==> config.mk <==
export PLATFORM = sky130hd
export DESIGN_NAME = sm_run_ctrl
export DESIGN_NICKNAME = d
export VERILOG_FILES = /design/src/rtl/sm_run_ctrl.sv
export SDC_FILE = /design/constraint.sdc
export NUM_CORES = 1
export LEC_CHECK = 0
export ABC_CLOCK_PERIOD_IN_PS = 1900
export CAP_MARGIN = 10
export CORE_MARGIN = 2
export CORE_UTILIZATION = 41
export DETAILED_ROUTE_END_ITERATION = 16
export PLACE_DENSITY = 0.84
export SLEW_MARGIN = 40
export SYNTH_ARGS = -nofsm -noshare
export SYNTH_HDL_FRONTEND = slang
export SYNTH_SLANG_ARGS = --single-unit
==> constraint.sdc <==
create_clock -name i_clk -period 1.9 [get_ports i_clk]
set_input_delay 0.38 -clock i_clk [delete_from_list [all_inputs] [get_ports i_clk]]
set_output_delay 0.38 -clock i_clk [all_outputs]
set_load 0.02 [all_outputs]
==> src/rtl/sm_run_ctrl.sv <==
// Run/step controller for the stack machine's 5-phase instruction sequencer.
// Issues instructions in free-run or single-step, stops on request/HALT/breakpoint.
module sm_run_ctrl #(
    parameter int CNT_W = 16,
    parameter int PC_W  = 16
) (
    input  logic             i_clk,
    input  logic             i_rst,
    input  logic             i_start,
    input  logic             i_step,
    input  logic             i_stop,
    input  logic             i_clr_cnt,
    input  logic             i_s00_idle,
    input  logic             i_s03_exec,
    input  logic             i_s04_wtbk,
    input  logic             i_halt_req,
    input  logic [PC_W-1:0]  i_pc,
    input  logic             i_brk_en,
    input  logic [PC_W-1:0]  i_brk_addr,
    output logic             o_run,
    output logic             o_busy,
    output logic [1:0]       o_stop_cause,
    output logic [CNT_W-1:0] o_inst_cnt,
    output logic             o_cnt_ovf
);

    // state    | meaning
    // ST_IDLE  | no instruction issue, waiting for start/step
    // ST_RUN   | free-run, stop at an instruction boundary on request
    // ST_STEP  | issue exactly one instruction, then back to idle
    localparam logic [1:0] ST_IDLE = 2'd0;
    localparam logic [1:0] ST_RUN  = 2'd1;
    localparam logic [1:0] ST_STEP = 2'd2;

    logic [1:0]       r_state;
    logic             r_stop_pend;
    logic             r_halt_pend;
    logic             r_issued;
    logic [1:0]       r_stop_cause;
    logic [CNT_W-1:0] r_inst_cnt;
    logic             r_cnt_ovf;

    logic       w_brk_match;
    logic       w_run;
    logic       w_busy;
    logic       w_run_end;
    logic       w_step_end;
    logic [1:0] w_cause;

    assign w_brk_match = i_s04_wtbk & i_brk_en & (i_pc == i_brk_addr);
    assign w_busy      = (r_state != ST_IDLE);
    assign w_run       = i_s00_idle & ~i_stop &
                         (((r_state == ST_RUN) & ~r_stop_pend) |
                          ((r_state == ST_STEP) & ~r_issued));
    assign w_run_end   = (r_state == ST_RUN) & i_s04_wtbk &
                         (r_stop_pend | i_stop | r_halt_pend | w_brk_match);
    assign w_step_end  = (r_state == ST_STEP) & i_s04_wtbk;

    always_comb begin
        w_cause = 2'd0;
        if (r_halt_pend)                w_cause = 2'd2;
        else if (w_brk_match)           w_cause = 2'd3;
        else if (r_state == ST_STEP)    w_cause = 2'd1;
    end

    always_ff @(posedge i_clk) begin
        if (i_rst) begin
            r_state      <= ST_IDLE;
            r_stop_pend  <= 1'b0;
            r_halt_pend  <= 1'b0;
            r_issued     <= 1'b0;
            r_stop_cause <= 2'd0;
        end else begin
            case (r_state)
                ST_IDLE: begin
                    if (i_start || i_step) begin
                        r_state     <= i_start ? ST_RUN : ST_STEP;
                        r_stop_pend <= 1'b0;
                        r_halt_pend <= 1'b0;
                        r_issued    <= 1'b0;
                    end
                end
                ST_RUN, ST_STEP: begin
                    if (i_stop)                   r_stop_pend <= 1'b1;
                    if (i_s03_exec && i_halt_req) r_halt_pend <= 1'b1;
                    if (w_run && (r_state == ST_STEP)) r_issued <= 1'b1;
                    // the in-flight instruction always completes; leave only at writeback
                    if (w_run_end || w_step_end) begin
                        r_state      <= ST_IDLE;
                        r_stop_cause <= w_cause;
                    end
                end
                default: r_state <= ST_IDLE;
            endcase
        end
    end

    always_ff @(posedge i_clk) begin
        if (i_rst || i_clr_cnt) begin
            r_inst_cnt <= '0;
            r_cnt_ovf  <= 1'b0;
        end else if (i_s04_wtbk && w_busy) begin
            r_inst_cnt <= r_inst_cnt + {{(CNT_W-1){1'b0}}, 1'b1};
            if (&r_inst_cnt) r_cnt_ovf <= 1'b1;
        end
    end

    assign o_run        = w_run;
    assign o_busy       = w_busy;
    assign o_stop_cause = r_stop_cause;
    assign o_inst_cnt   = r_inst_cnt;
    assign o_cnt_ovf    = r_cnt_ovf;

endmodule

# Word level (Yosys, flattened, before mapping)
# Index checks and enable logic that the tools add are counted.
# op_classes
multipliers	0
eq_ne	8
addsub	1
n_div	0
shifts	0
n_reduce_logical	16
order_cmp	0
n_mux	14
bitwise	16
# ops
op	count
$reduce_and 17->1	1
$add 16x1->16 const B	1
$eq 16x16->1	1
$mux 2	5
$ne 2x2->1 const B	5
$and 1x1->1	9
$reduce_and 3->1	3
$pmux 1 s2	3
$mux 1	5
$or 1x1->1	4
$pmux 2 s2	1
$reduce_and 2->1	2
$reduce_bool 2->1	2
$logic_and 1x1->1	3
$logic_or 1x1->1	3
$not 1->1	3
$eq 2x1->1 const B	1
$eq 2x2->1 const B	1
$logic_not 2->1	1
$reduce_or 2->1	1
# totals
ram_bits	0
register_bits	24
latch_bits	0
input_bits	43
memories	0
mem_bits_ro	0
word_cells	62
out_inout_bits	21

# Logic depth before layout (Yosys ltp)
# depth
word_depth	7
ltp_mapped	9

# Least setup slack after synthesis
# No wires, ideal clock.
# synth_timing
path_kind	register to register
start	register r_state[0]
end	register r_state[1]
setup_time_ns	0.086
t_arrival_ns	1.651
path_slack_ns	0.162
path_stages_with_launch	7
period_less_slack_ns	1.738
cell_sequence	dfxtp_1 -> inv_1 -> ha_1 -> a21boi_0 -> inv_2 -> or3_1 -> a221oi_2
# synth_via
elab_chain_cells	6
elab_cells_between_ends	12
cone_classes	eq/ne (4); mux (1); bitwise (3); reduce/logical (4)
# synth_lines
element	line	text
start, declared	35	logic [1:0] r_state;
start signal, assigned	77	r_state <= i_start ? ST_RUN : ST_STEP;
$eq 2x1->1	55, 74	
$and 1x1->1 (2 in series)	55	assign w_run_end = (r_state == ST_RUN) & i_s04_wtbk &
$logic_or 1x1->1	88	if (w_run_end || w_step_end) begin
$ne 2x2->1 (no source line)	n/a	
$reduce_and 2->1 (no source line)	n/a	
# Several ways; a longest one is shown, not always the timed one.
# A chain may end at the register's enable or synchronous reset.

# Worst setup path in the final report
# Same ends and word-level chain as after synthesis.

==> flow_summary_export.csv <==
group,metric,value,unit
floorplan,die_x,62.07,um
layout,instances_no_fill,285,
clock_tree,cts_tree,"yes",
yosys,syn_inst,162,
layout,antenna_cells,0,
floorplan,io_pins,64,
timing,setup_tns,0,ns
yosys,synth_edf_count,0,
power_and_ir_drop,totalPowerFinal,1.749,mW
yosys,netlist_area,1383,sq um
yosys,synthMuxAreaShare,0.007240,
yosys,yosys.area_share.simple,0.2643,
grt,grt_max_degree,18,
layout,final_util,0.6739,
yosys,synth_compound_area_frac,0.1204,
timing,setup_viol,0,
routing,vias_per_cell,4.909,
worst_setup_path,required,2.11,ns
yosys,synthTopCellsByArea,"dfxtp_1 (35%), xnor2_1 (13%), nor2_1 (6.8%)",
worst_setup_path,path_common_cell,"inv_2",
floorplan,core_area,3284,sq um
power_and_ir_drop,leakagePower,0.7916,nW
floorplan,die_area,3853,sq um
yosys,ys_types,40,
worst_setup_path,crit_path_end_kind,"flip-flop",
yosys,synthFlopType,"dfxtp_1",
grt,grt_pass1_wl,5.485,mm
power_and_ir_drop,p_int,1.167,mW
grt,grt_pass1_vias,1339,
layout,area_delta_synth_final,60.09,%
yosys,synth_xor_area_frac,0.1837,
yosys,yosysWarnings,0,
timing,max_freq,544.8,MHz
layout,drive_above_1_share,0.1506,
layout,postLayoutCellArea,2213,sq um
routing,vias,1399,
power_and_ir_drop,power_density,790.0,nW/um^2
floorplan,fp-row-count,21,
flow_run,drv_cap,0,
routing,drt_pass1_iterations,4,
place,dpl_cell_area,2150,sq um
timing,slew_headroom,0.6958,
grt,grt_remaining_overflow,0,
yosys,syn-num-nets,209,
routing,wl_per_cell,11.20,um
power_and_ir_drop,pwr-share-comb,0.456,
place,post-place-ws,-0.1267,ns
min_path,hp-class,"flip-flop to flip-flop",
timing,period_share,0.9660,
worst_setup_path,worst-endpoint-arrival,2.05,ns
place,hpwl,2.649,mm
clock_tree,ctsHoldBuffers,0,
place,io_buffers,63,
yosys,synth-async-reset-ratio,0,
worst_setup_path,start_kind,"flip-flop",
routing,drtIter0Drc,79,
clock_tree,worst_skew_pair.late_latency,0.31,ns
yosys,synthAdderAreaFrac,0.03620,
place,dp.cells,281,
routing,drc,0,
timing,fin_crit,1.835,ns
layout,fin_nets,287,
place,place.gp.congestion,0.8159,
yosys,yosys.cell_count.top_type,"nor2_1",
routing,ant_nets,0,
grt,antenna_found_initial,0,
timing,whs,0.4934,ns
clock_tree,cts_buffers,3,
yosys,synth_top_area_share,0.3475,
worst_setup_path,path_class,"flip-flop to flip-flop",
yosys,synth_top_family_by_area,"simple AND/OR/NAND/NOR gates",
floorplan,initial_utilization,0.4210,
power_and_ir_drop,ir_worst_vdd,0.5861,mV
worst_setup_path,critical_path.cell_chain,"inv_2 > ha_2 > a21boi_0 > inv_2 > or3_1 > a221oi_2",
worst_setup_path,critPathSlowestCell,"dfxtp_2",
clock_tree,htreeDepth,1,
power_and_ir_drop,pwr-share-clk,0.205,
yosys,syn_avg_cell_area,8.534,sq um
timing,drv_slew,0,
status,outcome,"finished, final reports clean",
timing,skew,0.01473,ns
power_and_ir_drop,p_sw,0.5813,mW
worst_setup_path,critPathMaxStageDelay,0.37,ns
yosys,synth_common_cells,"nor2_1 (25), dfxtp_1 (24), xnor2_1 (21)",
routing,routed_wl,3.193,mm
clock_tree,clk_pin_slew,0.13,ns
clock_tree,cts_setup_buffers,0,
timing,setup_slack,0.06462,ns
clock_tree,cts_buffer_depth,2,
grt,grt.total_usage,0.1862,
yosys,synth_top_cell_by_area,"dfxtp_1",
power_and_ir_drop,switching_share,0.3324,
clock_tree,clockRootBuffer,"clkbuf_4",
power_and_ir_drop,p_seq_frac,0.339,
yosys,synth-seq-area-share,0.3475,
yosys,synth-seq-cells,24,
timing,final_hold_viol_count,0,
floorplan,die_h,62.07,um
worst_setup_path,worstPathMaxFanout,4,
timing,worst_slew_pin_slew,0.4524,ns
clock_tree,clkSinkCount,24,
## state kept, by name (all words and copies together) (netlist names)
name,cells
r_state,2
r_halt_pend,1
r_stop_pend,1
o_stop_cause,2
o_cnt_ovf,1
o_inst_cnt,16
r_issued,1
## worst paths after layout
kind              startpoint              end  slack, ns  cells past startpoint
min reg2reg  o_stop_cause[0]  o_stop_cause[0]       0.49                      2
min          o_stop_cause[0]  o_stop_cause[0]       0.49                      2
max reg2reg       r_state[0]       r_state[1]       0.06                      6
max               r_state[0]       r_state[1]       0.06                      6
## repair_timing
action	4_1_cts	5_1_grt
gates cloned	0	0
endpoints found under the setup margin	2	11
resized for setup	6	10
pin swaps	0	3
## cells in the final DEF (no fill, tap or decap), types with 2 or more instances in the layout
cell type         n
nand4_1           5
a21oi_1           6
nand3_1           9
inv_2             3
and3_1            2
buf_4            14
xnor2_1          21
xor2_1            8
clkdlybuf4s50_1  61
ha_2              3
a31oi_1           3
o22ai_1           2
inv_1             7
clkbuf_4          3
dfxtp_2           2
or3_1             4
nor3_1            3
dfxtp_1          22
nor2_1           24
o21ai_0           5
nand2_1           6
and4_1            2
## final cells by class
type                            count  area [sq um]
Clock buffer                        3         22.52
Clock inverter                      1         30.03
Fill cell                         281          1071
Inverter                           10         37.54
Multi-Input combinational cell    125         857.1
Sequential cell                    24         483.0
Tap cell                           46         57.56
Timing Repair Buffer               76         725.7
## cells by family (layout without fill, tap and decap cells)
kind of cell | Yosys count | in the layout
XOR/XNOR | 29 | 29
buffers and inverters | 13 | 90
multiplexers | 1 | 1
AND/OR/NAND/NOR | 66 | 66
adder cells (fa/ha/maj) | 4 | 4
flip-flops | 24 | 24
AO/OA/AOI/OAI | 25 | 25
## worst max-delay path, delay by kind of cell (launching register included)
kind	cells	cell delay [ns]
AO/OA/AOI/OAI	2	0.57
flip-flops	1	0.37
adder cells (fa/ha/maj)	1	0.34
buffers and inverters	2	0.11
AND/OR/NAND/NOR	1	0.34
## routing by layer
layer  up-vias  track usage  share of wire
li1        719            -              -
met3         2      0.04762          0.057
met5         -            0              0
met4         0      0.04559         0.0041
met1       630       0.2218           0.44
met2        48       0.3318           0.50
## power by group through the flow
stage                     sequential, mW  clock [mW]  combinational [mW]
after CTS                          0.584       0.370               0.775
final                              0.593       0.359               0.797
after global placement             0.592           0               0.765
after global routing               0.597       0.389               0.885
after floorplan                    0.594           0               0.460
after detailed placement           0.594           0               0.778
No activity file was read; power rests on OpenSTA's default activity.
